### src/rtl/signed_to_twos_complement.sv
// rtl/signed_to_twos_complement.sv - registered 10-bit to 9-bit signed conversion with saturation flag
module signed_to_twos_complement (
    input  logic       clk,
    input  logic       rst_n,
    input  logic [9:0] res_o,
    output logic [8:0] z,
    output logic       sat
);

    logic [8:0] z_next;
    logic       sat_next;

    // Top two bits disagree exactly when the value needs more than 9 bits;
    // the sign bit then picks which rail to clamp to.
    always_comb begin
        z_next   = res_o[8:0];
        sat_next = 1'b0;
        if (res_o[9] != res_o[8]) begin
            sat_next = 1'b1;
            z_next   = res_o[9] ? 9'h100 : 9'h0FF;
        end
    end

    always_ff @(posedge clk) begin
        if (!rst_n) begin
            z   <= 9'h000;
            sat <= 1'b0;
        end else begin
            z   <= z_next;
            sat <= sat_next;
        end
    end

endmodule

### config.mk
export PLATFORM = sky130hd
export DESIGN_NAME = signed_to_twos_complement
export DESIGN_NICKNAME = d
export VERILOG_FILES = /design/src/rtl/signed_to_twos_complement.sv
export SDC_FILE = /design/constraint.sdc
export NUM_CORES = 1
export LEC_CHECK = 0
export BUFFER_PORTS_ARGS = -buffer_cell sky130_fd_sc_hd__buf_2
export CORE_AREA = 2 2 39 41
export DETAILED_ROUTE_END_ITERATION = 6
export DIE_AREA = 0 0 41 43
export SETUP_SLACK_MARGIN = 0.2
export SLEW_MARGIN = 20
export SYNTH_ARGS = -nofsm -noshare
export SYNTH_HDL_FRONTEND = slang
export SYNTH_SLANG_ARGS = --single-unit
### constraint.sdc
create_clock -name clk -period 0.8 [get_ports clk]
set_input_delay 0.04 -clock clk [delete_from_list [all_inputs] [get_ports clk]]
set_output_delay 0.04 -clock clk [all_outputs]
set_load 0.005 [all_outputs]
==> metrics <==
status=finished, final reports clean; fin crit share=between 90% and 100%; Crit. End Element=output port; Core Region=about 0.0014 mm²; Port Buffers=21; clk buf depth=2; Max Freq=1.380 GHz; Vias=about 340; width of the die=roughly 41 µm; gpl congestion=roughly 0.62; WP buf/inv=1; Mapped Area=around 440 µm²; initial DRC count=4; Min-Delay Path Class=input port to flop; GRT Total Usage=approximately an eighth; Simple-Gate Fraction of Synth Area=approximately 43%; Post-Synthesis Cells=33; RSZ-0062 raised after global routing=true; Startpoint Class=flop; Worst Tran Pin Value=~130 ps; net count after synthesis=between 40 and 50; Synth area leader=dfxtp_1; Seq cells post-synth=10; ANT nets after route=0; Synth Warn #=0; routed vias/inst=between 4 and 5; vias in the first global route=319; final worst setup slack=around 76 ps; initial antenna violation count=0; Worst Setup SP=z[8]; adder-cell share of the synthesized area=roughly 5.7%; detailed-placement wirelength estimate=~550 µm; Slew Limit Headroom=91.48%; clk sinks=10; die area=approximately 0.0018 mm²; Worst path slowest cell=dfxtp_2; VDD IR max=around 0.75 mV; final std cells w/o fill=between 70 and 80; syn avg cell area=~13 µm²; commonest non-fill, non-tap cell in the layout=buf_2; Clock transition at path regs=60 ps; max incr delay on CP=320 ps; fraction of layout cells with a size suffix above 1=just over 80%; pre-CTS WS=-280.6 ps; maximum capacitance violations=0; Initial Util=31.46%; hold-fix buffers at CTS=0; final WL=roughly 820 µm; total power=around 1.2 mW; Register Area=between 200 and 250 µm²; Hold Fails Final Rpt=0; footprint of the multi-input gates=284.0 µm²; # rows=14; Worst Hold Launch=rst_n; largest net degree at the start of global routing=11; DRT Pass-1 Iters=3; CTS tree=done; Final nets=76; pwr/cell area=about 1700 mW/mm²; Post-Synth XOR/XNOR Area=0%; first-pass GRT wire length=1338 µm; Synth Area in Compound Gates=1.724%; worst-path maximum fanout=1; H-tree levels=1; Yosys top cell area share=a little under half; final setup vio count=0; CP Data Arrival Time=slightly below 700 ps; dominant cells by area after synthesis=dfxtp_1 46%, nor3b_2 23%, nor2b_2 18%, ha_1 5.7%, buf_6 2.6%; DRC violations left=0; mux share of post-synthesis cell area=0%; post-synthesis sequential area ratio=a little under half; Final min period=about 720 ps; critical setup path kind=flop to output port; placed insts=between 70 and 80; most frequent cells in the layout=18 x buf_2, 9 x nor2b_4, 9 x dfxtp_1; Die Y-Extent=43 µm; # diodes=0; max-slew violations=0; Lkg Pwr=about 0.35 nW; number of CTS-inserted buffers=3; area growth from synthesis to layout=64.66%; Ports=22; CTS root buf=clkbuf_4; Top delay family on crit path=flip-flops; hold depth=2; Netlist cell types=8; hold endpoint=z[8]; CP required=760 ps; gr ovfl total=0; Fillers=about 140; routed len/inst=between 10 and 15 µm; Cell Chain, Critical Path=buf_6; largest family of logic cells by synthesized area=simple AND/OR/NAND/NOR gates
==> routing by layer <==
metal  global-route usage (%)  up-vias  part of all wire, %
met5                        0        -                    0
met4                    10.00        0                  2.3
met3                    6.283        2                  9.9
met2                    17.19       15                   55
met1                    12.75      156                   33
li1                         -      164                    -
==> flip-flops by register name, indices dropped and copies added, names as in the netlist <==
| signal | cells |
|---|---|
| z | 9 |
| sat | 1 |
==> metrics by stage <==
stage               area (µm²)  setup TNS [ps]  utilization [%]  hold WS, ps
floorplan                455.4               0                -        157.5
global placement         584.3           -2153            42.22        343.7
detailed placement       584.3           -2333            42.22        347.4
CTS                      683.2               0            49.37        57.23
global route             716.9               0            51.81        64.79
finish                   716.9               0            51.81        60.26
==> worst max-delay path by stage <==
stage / depth (start not counted) / endpoint
2_1_floorplan: 5 / z[0]
3_3_place_gp: 5 / z[4]
3_5_place_dp: 5 / z[5]
4_1_cts: 1 / z[4]
5_1_grt: 1 / z[8]
6_report: 1 / z[8]
==> cell families after synthesis <==
group                      count (synthesis)
buffers and inverters                      2
and+or+nand+nor                           18
DFF                                       10
AOI/OAI and AO/OA                          1
adders and majority gates                  2
==> cells in the mapped netlist, drive strengths merged <==
| cell type | count |
|---|---|
| and2b | 1 |
| buf | 1 |
| dfxtp | 10 |
| ha | 2 |
| inv | 1 |
| nor2b | 9 |
| nor3b | 8 |
| o21a | 1 |
==> area by class of cell <==
cell class | count | share of cell area (%)
Clock buffer | 3 | 3.141
Tap cell | 16 | 2.792
Timing Repair Buffer | 25 | 24.78
Inverter | 1 | 1.571
Sequential cell | 10 | 28.10
Multi-Input combinational cell | 21 | 39.62
==> where the power goes <==
part           total, mW  switching (mW)  leakage [nW]  internal (mW)
combinational      0.321           0.117         0.253          0.204
sequential         0.550         0.00862        0.0838          0.542
clock              0.342           0.168        0.0138          0.174
==> repair_timing <==
| item | in CTS | in global routing |
|---|---|---|
| resized for setup | 11 | 7 |
| gates cloned | 1 | 0 |
| pin swaps | 8 | 5 |
| setup endpoints to repair | 19 | 16 |
| setup buffers | 1 | 0 |
Note: power is estimated with default switching activity, not from simulation.
